$ cat src/rtl/dff_arbiter_pkg.sv
// dff_arb_pkg: shared constants for the round-robin write arbiter.
//   - default NREQ / WIDTH / MAX_HOLD values
//   - arbiter state encoding (legacy-compatible localparam constants)
//   - hold-counter width helper (the counter only exists with ARB_LOCK_EN)
package dff_arb_pkg;

    localparam int DEF_NREQ     = 4;
    localparam int DEF_WIDTH    = 8;
    localparam int DEF_MAX_HOLD = 4;

    typedef logic [1:0] arb_state_t;

    localparam arb_state_t ST_IDLE   = 2'd0;
    localparam arb_state_t ST_GRANT  = 2'd1;
    localparam arb_state_t ST_LOCKED = 2'd2;

    // The counter must be able to hold the value MAX_HOLD itself.
    function automatic int hold_cnt_width(input int max_hold);
        return (max_hold < 1) ? 1 : $clog2(max_hold + 1);
    endfunction

    localparam int HOLD_CNT_W = hold_cnt_width(DEF_MAX_HOLD);

endpackage

$ cat src/rtl/dff_arbiter_if.sv
// dff_arbiter_if: requester-side bus of the shared-register arbiter.
//   req   [NREQ]        per-requester write request (level)
//   lock  [NREQ]        per-requester grant-hold request
//   d     [NREQ*WIDTH]  packed write data, slice i belongs to requester i
//   gnt   [NREQ]        registered one-hot grant
//   q     [WIDTH]       shared register value
//   qbar  [WIDTH]       bitwise inverse of q
//   valid               q has been written since reset
// Modports: master = requesters, slave = arbiter.
interface dff_arbiter_if
    import dff_arb_pkg::*;
#(
    parameter int NREQ  = DEF_NREQ,
    parameter int WIDTH = DEF_WIDTH
);
    logic [NREQ-1:0]       req;
    logic [NREQ-1:0]       lock;
    logic [NREQ*WIDTH-1:0] d;
    logic [NREQ-1:0]       gnt;
    logic [WIDTH-1:0]      q;
    logic [WIDTH-1:0]      qbar;
    logic                  valid;

    modport master (
        output req, lock, d,
        input  gnt, q, qbar, valid
    );

    modport slave (
        input  req, lock, d,
        output gnt, q, qbar, valid
    );

endinterface

$ cat src/rtl/dff_arbiter_rr_picker.sv
// rr_picker: combinational round-robin search.
//   req        [NREQ]   request vector
//   ptr        [PTR_W]  first index to consider (0..NREQ-1)
//   winner     [NREQ]   one-hot first asserted req at or after ptr, wrapping
//   winner_idx [PTR_W]  binary index of winner
//   any                 at least one req asserted
module rr_picker #(
    parameter int NREQ  = 4,
    parameter int PTR_W = (NREQ > 1) ? $clog2(NREQ) : 1
) (
    input  logic [NREQ-1:0]  req,
    input  logic [PTR_W-1:0] ptr,
    output logic [NREQ-1:0]  winner,
    output logic [PTR_W-1:0] winner_idx,
    output logic             any
);

    int               idx;
    logic [PTR_W-1:0] idx_v;

    always_comb begin
        winner     = '0;
        winner_idx = '0;
        any        = 1'b0;
        idx        = 0;
        idx_v      = '0;
        for (int k = 0; k < NREQ; k++) begin
            idx = int'(ptr) + k;
            if (idx >= NREQ) begin
                idx = idx - NREQ;
            end
            idx_v = PTR_W'(idx);
            if (!any && req[idx_v]) begin
                any           = 1'b1;
                winner[idx_v] = 1'b1;
                winner_idx    = idx_v;
            end
        end
    end

endmodule

$ cat src/rtl/dff_arbiter.sv
// dff_arbiter: round-robin arbitrated shared register.
// Requesters compete for a single WIDTH-bit register; the winner of each
// edge is registered into a one-hot gnt, and at the following edge the
// granted requester's data slice is written into q (if it still requests).
// Ports:
//   clk   rising-edge clock
//   rst   asynchronous active-low reset
//   bus   dff_arbiter_if.slave (req, lock, d in; gnt, q, qbar, valid out)
// Build option: define ARB_LOCK_EN to enable grant locking (lock inputs,
// LOCKED state and hold counter limited to MAX_HOLD grant cycles).
module dff_arbiter
    import dff_arb_pkg::*;
#(
    parameter int NREQ     = DEF_NREQ,
    parameter int WIDTH    = DEF_WIDTH,
    parameter int MAX_HOLD = DEF_MAX_HOLD
) (
    input  logic         clk,
    input  logic         rst,
    dff_arbiter_if.slave bus
);

    localparam int PTR_W = (NREQ > 1) ? $clog2(NREQ) : 1;

    arb_state_t       state, state_n;
    logic [NREQ-1:0]  gnt, gnt_n;
    logic [PTR_W-1:0] gnt_idx, gnt_idx_n;
    logic [PTR_W-1:0] ptr, ptr_n, ptr_next;
    logic [WIDTH-1:0] q;
    logic             valid;

    logic [NREQ-1:0]  pick;
    logic [PTR_W-1:0] pick_idx;
    logic             pick_any;

    logic             write_hit;
    logic [WIDTH-1:0] wr_data;

    rr_picker #(
        .NREQ  (NREQ),
        .PTR_W (PTR_W)
    ) u_picker (
        .req        (bus.req),
        .ptr        (ptr),
        .winner     (pick),
        .winner_idx (pick_idx),
        .any        (pick_any)
    );

    assign ptr_next  = (pick_idx == PTR_W'(NREQ - 1)) ? '0 : pick_idx + PTR_W'(1);

    // A grant only writes if its requester is still asserting req.
    assign write_hit = (state != ST_IDLE) && |(gnt & bus.req);

    always_comb begin
        wr_data = '0;
        for (int i = 0; i < NREQ; i++) begin
            if (gnt_idx == PTR_W'(i)) begin
                wr_data = bus.d[i*WIDTH +: WIDTH];
            end
        end
    end

`ifdef ARB_LOCK_EN
    localparam int HOLD_W = hold_cnt_width(MAX_HOLD);

    logic [HOLD_W-1:0] hold_cnt, hold_n;
    logic              hold_keep;

    // hold_cnt counts grant cycles of the current owner, including the
    // first one, so the owner keeps gnt for at most MAX_HOLD cycles.
    assign hold_keep = write_hit && |(gnt & bus.lock) && (hold_cnt < HOLD_W'(MAX_HOLD));
`else
    logic [NREQ-1:0] unused_lock;
    assign unused_lock = bus.lock;
`endif

    always_comb begin
        gnt_n     = '0;
        gnt_idx_n = gnt_idx;
        ptr_n     = ptr;
        state_n   = ST_IDLE;
        if (pick_any) begin
            gnt_n     = pick;
            gnt_idx_n = pick_idx;
            ptr_n     = ptr_next;
            state_n   = ST_GRANT;
        end
`ifdef ARB_LOCK_EN
        // While locked ptr already points past the owner, so a forced
        // release naturally re-arbitrates starting at owner+1.
        hold_n = pick_any ? HOLD_W'(1) : '0;
        if (hold_keep) begin
            gnt_n     = gnt;
            gnt_idx_n = gnt_idx;
            ptr_n     = ptr;
            state_n   = ST_LOCKED;
            hold_n    = hold_cnt + HOLD_W'(1);
        end
`endif
    end

    always_ff @(posedge clk or negedge rst) begin
        if (!rst) begin
            state   <= ST_IDLE;
            gnt     <= '0;
            gnt_idx <= '0;
            ptr     <= '0;
            q       <= '0;
            valid   <= 1'b0;
        end else begin
            state   <= state_n;
            gnt     <= gnt_n;
            gnt_idx <= gnt_idx_n;
            ptr     <= ptr_n;
            if (write_hit) begin
                q     <= wr_data;
                valid <= 1'b1;
            end
        end
    end

`ifdef ARB_LOCK_EN
    always_ff @(posedge clk or negedge rst) begin
        if (!rst) begin
            hold_cnt <= '0;
        end else begin
            hold_cnt <= hold_n;
        end
    end
`endif

    assign bus.gnt   = gnt;
    assign bus.q     = q;
    assign bus.qbar  = ~q;
    assign bus.valid = valid;

endmodule

$ cat src/flat_wrapper.sv
// flat-port wrapper written by rule: the top's interface ports become plain ports
module dff_arbiter_flat import dff_arb_pkg::*;
#(
    parameter int NREQ     = DEF_NREQ,
    parameter int WIDTH    = DEF_WIDTH,
    parameter int MAX_HOLD = DEF_MAX_HOLD
)
  (clk, rst, bus_req, bus_lock, bus_d, bus_gnt, bus_q, bus_qbar, bus_valid);
  dff_arbiter_if #(.NREQ(NREQ), .WIDTH(WIDTH)) bus_i ();
  input  logic clk;
  input  logic rst;
  input wire logic [$bits(bus_i.req)-1:0] bus_req;
  input wire logic [$bits(bus_i.lock)-1:0] bus_lock;
  input wire logic [$bits(bus_i.d)-1:0] bus_d;
  output wire logic [$bits(bus_i.gnt)-1:0] bus_gnt;
  output wire logic [$bits(bus_i.q)-1:0] bus_q;
  output wire logic [$bits(bus_i.qbar)-1:0] bus_qbar;
  output wire logic [$bits(bus_i.valid)-1:0] bus_valid;
  assign bus_i.req = bus_req;
  assign bus_i.lock = bus_lock;
  assign bus_i.d = bus_d;
  assign bus_gnt = bus_i.gnt;
  assign bus_q = bus_i.q;
  assign bus_qbar = bus_i.qbar;
  assign bus_valid = bus_i.valid;
  dff_arbiter #(.NREQ(NREQ), .WIDTH(WIDTH), .MAX_HOLD(MAX_HOLD)) u_core (.clk(clk), .rst(rst), .bus(bus_i));
endmodule
$ cat config.mk
export PLATFORM = sky130hd
export DESIGN_NAME = dff_arbiter_flat
export DESIGN_NICKNAME = d
export VERILOG_FILES = /design/src/rtl/dff_arbiter_pkg.sv /design/src/rtl/dff_arbiter_if.sv /design/src/rtl/dff_arbiter_rr_picker.sv /design/src/rtl/dff_arbiter.sv /design/src/flat_wrapper.sv
export SDC_FILE = /design/constraint.sdc
export NUM_CORES = 1
export LEC_CHECK = 0
export BUFFER_PORTS_ARGS = -buffer_cell sky130_fd_sc_hd__buf_2
export CAP_MARGIN = 20
export CORE_ASPECT_RATIO = 1.5
export CORE_MARGIN = 1.5
export CORE_UTILIZATION = 42
export DETAILED_ROUTE_END_ITERATION = 7
export PLACE_DENSITY = 0.76
export REMOVE_ABC_BUFFERS = 1
export SLEW_MARGIN = 40
export SYNTH_ARGS = -nofsm -noshare
export SYNTH_HDL_FRONTEND = slang
export SYNTH_SLANG_ARGS = --single-unit
$ cat constraint.sdc
create_clock -name clk -period 3.15 [get_ports clk]
set_input_delay 0.945 -clock clk [delete_from_list [all_inputs] [get_ports clk]]
set_output_delay 0.945 -clock clk [all_outputs]
set_load 0.01 [all_outputs]
== Yosys cells after proc, flatten, opt, wreduce, memory -nomap -nowiden ==
Index checks and enable logic that the tools add are counted.
Operators by class
  eq/ne operators: 4
  bitwise gates (word level): 5
  muxes and demuxes: 39
  add/subtract/negate cells: 8
  order comparisons: 12
  reduce and logical (&&, ||, !) cells: 14
Operators by type and width (number)
  2-to-1 mux 8 bit: 4
  2-to-1 mux 4 bit: 5
  2-to-1 mux 2 bit: 9
  2-to-1 mux 1 bit: 13
  < comparator 2 x 3 -> 1 bit (second input constant): 4
  OR 4 bit: 3
  >= comparator 3 bit (second input constant): 3
  binary-select mux 1 bit (select 2 bit): 4
  demux 1 bit (select 2 bit): 4
  >= comparator 2 x 1 -> 1 bit (second input constant): 4
  logical AND 1 bit: 8
  NOT 8 bit: 1
  subtractor 2 x 1 -> 2 bit (second input constant): 4
  adder 2 x 2 -> 3 bit (second input constant): 2
  equality test 2 bit (second input constant): 3
  AND 4 bit: 1
  OR reduction 4 bit: 1
  adder 2 x 1 -> 3 bit (second input constant): 1
  >= comparator 2 x 3 -> 1 bit (second input constant): 1
  zero test 1 bit: 3
  adder 2 x 1 -> 2 bit (second input constant): 1
  equality test 2 x 1 -> 1 bit (second input constant): 1
  zero test 2 bit: 1
  nonzero test 2 bit: 1
Word-level totals
  word-level logic and storage cells: 88
  register bits: 18
  input bits: 42
  output and inout bits: 21

== Depth between registers and ports, before layout ==
  word-level depth: 16
  mapped depth: 11
  gate-level depth less buffers: 9

== By module ==
Synthesis repeated with hierarchy kept, for this count alone.
Second synthesis, totals
  cells, all modules: 104
  area, all modules: 1317.5 um^2
By module, submodules not included
  dff_arbiter: area each 895.9 um^2, cells an instance 59, instances 1, seq. area each 450.4 um^2
  rr_picker: area each 421.7 um^2, cells an instance 45, instances 1, seq. area each 0.0 um^2

== Worst setup path before layout ==
OpenSTA, ideal clock, no wires.
  path kind: register to register
  from: reg u_core.ptr[0]
  to: reg u_core.ptr[1]
  clock period less this slack: 2.972 ns
  path slack: 0.178 ns
  data arrival time: 2.848 ns
  cell stages (with the launch flop): 11
  cell sequence: dfrtp_1 buf_2 inv_1 ha_1 buf_2 mux4_2 nor3_2 nand2_1 a32oi_1 ha_1 mux2_2
Between the ends
  longest elaborated chain between the ends: 16
  elaborated cells on any way between the ends: 40
  classes of those cells: 8 x add/sub; 4 x order compare; 1 x eq/ne; 21 x mux; 6 x reduce/logical
RTL lines
  start: declaration: line dff_arbiter.sv:28  | logic [PTR_W-1:0] ptr, ptr_n, ptr_next;
  start signal: assignment: line dff_arbiter.sv:115  | ptr <= ptr_n;
  parallel branches: the longest is 13 deep, another holds adder 2 x 1 -> 3 bit
  2-to-1 mux 2 bit *: line dff_arbiter_rr_picker.sv:33  | if (!any && req[idx_v]) begin
  via u_core.pick_idx[1]: line dff_arbiter.sv:33  | logic [PTR_W-1:0] pick_idx;
  adder 2 x 1 -> 2 bit or equality test 2 bit (tied branches): line dff_arbiter.sv:50  | assign ptr_next = (pick_idx == PTR_W'(NREQ - 1)) ? '0 : pick_idx + PTR_W'(1);
  2-to-1 mux 2 bit *: line dff_arbiter.sv:50
  via u_core.ptr_next[1]: line dff_arbiter.sv:28
Mark *: on every way through the listed nets, which the timed path passes. The select of a mux whose other input is x is not followed.
A chain may end at the register's enable or synchronous reset.

== Final worst setup path ==
Ends and elaborated chain as after synthesis.

==> results by group <==
Final layout
  • Commonest non-fill, non-tap cell in the layout: buf_2
  • Util after Layout: approximately 57%
  • Fill cells: between 200 and 300
  • Most frequent cells in the layout: buf_2, dfrtp_1, inv_1, mux2_2, mux4_2
  • Final Net Count: about 230
  • Layout cells sized above 1: between 50% and 60%
  • ANT cells: 0
  • Area growth from synthesis to layout: 30.38%

Floorplanning
  • Cell Rows: 25
  • Die H: between 70 and 80 um
  • Die area: 0.003552 mm^2
  • Io pins: 63
  • Placeable Area: about 0.0031 mm^2
  • Initial Util: about 43%
  • Die width: 49.16 um

Setup path
  • Crit path largest cell delay: between 500 and 600 ps
  • Crit path buffers/inverters: 1
  • CP endpoint kind: flop
  • CP required: 3300 ps
  • Startpoint Class: flop
  • Stages on the worst setup path: 8
  • Worst EP arrival: 2900 ps
  • R2R depth: 8
  • Worst-path fanout max: 8
  • Most common cell on crit path: ha_1
  • Kind of critical path: flop to flop
  • CP cell instances: inv_1 > ha_1 > mux4_2 > nor3_2 > nand2_1 > a32oi_1 > ha_1 > mux2_2
  • Crit path max-delay cell type: mux4_2
  • Crit-path leading delay family: multiplexers

Logic synthesis
  • Yosys Warn Count: 0
  • Register area share after synthesis: about 34%
  • Synth Cell Area: roughly 0.0013 mm^2
  • Post-synthesis instance total: about 120
  • Post-Syn Area per Cell: approximately 11 um^2
  • Ys flop type: dfrtp_1
  • Distinct cells, synth: 28
  • Asr flop ratio synth: 100.0%
  • EDFF count, synth: 0
  • #FFs+latches synth: 18

GRT
  • Largest net degree at the start of global routing: 19
  • Total congestion overflow: 0
  • Number of global-route vias before repair: about 1,200
  • GRT Util Overall: around a fifth
  • Initial antenna violation count: 0
  • First-pass GRT wire length: roughly 5500 um

Clocking
  • Worst skew pair latency: around 260 ps
  • Clock transition at path regs: about 60 ps
  • Setup Fix Bufs, Post-CTS: 0
  • Clock root buffer: clkbuf_8
  • Hold_buf cts: 0
  • Cts repair resizes: 0
  • Clk sinks: 18
  • CTS tree: built
  • Max H-tree Level: 1
  • Clk buf depth: 2
  • TritonCTS buffer count: 3

STA
  • Final hold vios: 0
  • Post-layout min period: 2756 ps
  • F_max: about 360 MHz
  • Final worst-path setup slack: 394.1 ps
  • Max-slew headroom: 65.30%
  • Max Clock Skew: about 1.1 ps
  • Hold Slack: ~460 ps
  • Max Slew Vio Count: 0
  • Worst-Margin Slew: ~520 ps
  • Setup violators final: 0
  • RSZ-0062 raised after global routing: false
  • Setup TNS Final: 0 ps
  • Final period util: between 80% and 90%

Route
  • Initial DRT Pass Iterations: 4
  • ANT nets after route: 0
  • # DRC: 0
  • Vias: ~1,200
  • Via density: around 5.5
  • WL/cell: 15.10 um
  • Routed WL: 3306 um
  • Initial detailed-routing violation count: 35

Run
  • Max capacitance violation total: 0

Run status
  • Status: finished, final reports clean

Pwr
  • Max VDD drop: between 400 and 500 uV
  • Power Dens Cells: around 1000 mW/mm^2
  • Overall power: roughly 1.8 mW
  • Cell leakage power: between 0.8 and 0.9 nW

Min path
  • WHS Path Cells: 1
  • Hold Crit Class: flop to flop

Placement
  • Hpwl dp: approximately 2700 um
  • Input/output buffers: 58
  • Dpl ws: between 200 and 300 ps
  • Routability Congestion: roughly 0.84
-- metrics by stage --
stage | instance area (um^2) | instances
3_3_place_gp | 1695 | 215
5_1_grt | 1750 | 219
3_5_place_dp | 1695 | 215
2_1_floorplan | 1310 | 111
4_1_cts | 1750 | 219
6_report | 1750 | 219
-- kinds of logic (layout without fill, tap and decap cells) --
family	count (synthesis)	in the layout	synth area share, %
flops	18	18	33.55
fa+ha+maj	9	9	8.388
compound gates	23	23	11.74
mux	25	25	31.03
buf+inv	23	85	7.176
simple gates	19	19	8.108
-- layer usage --
layer  GRT usage (%)  wire [um]  up-vias
li1                -          -      554
met1           21.57       1173      571
met2           38.29       1765       77
met3           3.498        289        7
met4           9.524         78        0
met5               0          0        -
-- cells in the mapped netlist, types with 3 or more instances --
| cell type | instances | area share, % |
|---|---|---|
| a21oi_1 | 6 | 2.2 |
| clkbuf_1 | 3 | 0.84 |
| dfrtp_1 | 18 | 34 |
| ha_1 | 9 | 8.4 |
| inv_1 | 17 | 4.8 |
| mux2_2 | 13 | 11 |
| mux4_2 | 12 | 20 |
| nand2_1 | 9 | 2.5 |
| o21ai_1 | 4 | 1.5 |
| o221ai_1 | 3 | 2.0 |
-- power breakdown --
part / total, mW / switching (mW) / internal [mW]
logic: 1.16 / 0.569 / 0.596
clock network: 0.187 / 0.0753 / 0.111
registers: 0.446 / 0.106 / 0.340
-- worst paths after layout --
| path | startpoint | to | slack, ps |
|---|---|---|---|
| min in group asynchronous | rst | u_core.bus.gnt[0] | 600 |
| worst min-delay path | u_core.bus.valid | u_core.bus.valid | 460 |
| max in group asynchronous | rst | u_core.bus.q[7] | 2280 |
| worst max register to register | u_core.ptr[0] | u_core.ptr[1] | 390 |
| worst min register to register | u_core.bus.valid | u_core.bus.valid | 460 |
| worst max-delay path | u_core.ptr[0] | u_core.ptr[1] | 390 |
-- cell type report --
| cell class | count | area [um^2] | share of cell area [%] |
|---|---|---|---|
| Clock buffer | 4 | 55.05 | 3.145 |
| Inverter | 17 | 63.81 | 3.645 |
| Multi-Input combinational cell | 76 | 795.8 | 45.46 |
| Sequential cell | 18 | 450.4 | 25.73 |
| Tap cell | 40 | 50.05 | 2.859 |
| Timing Repair Buffer | 64 | 335.3 | 19.16 |
-- flip-flops by register name (all words and copies together), names as in the netlist --
name,cells
u_core.state,1
u_core.bus.q,8
u_core.bus.gnt,4
u_core.ptr,2
u_core.bus.valid,1
u_core.gnt_idx,2
Note: power is estimated with default switching activity, not from simulation.
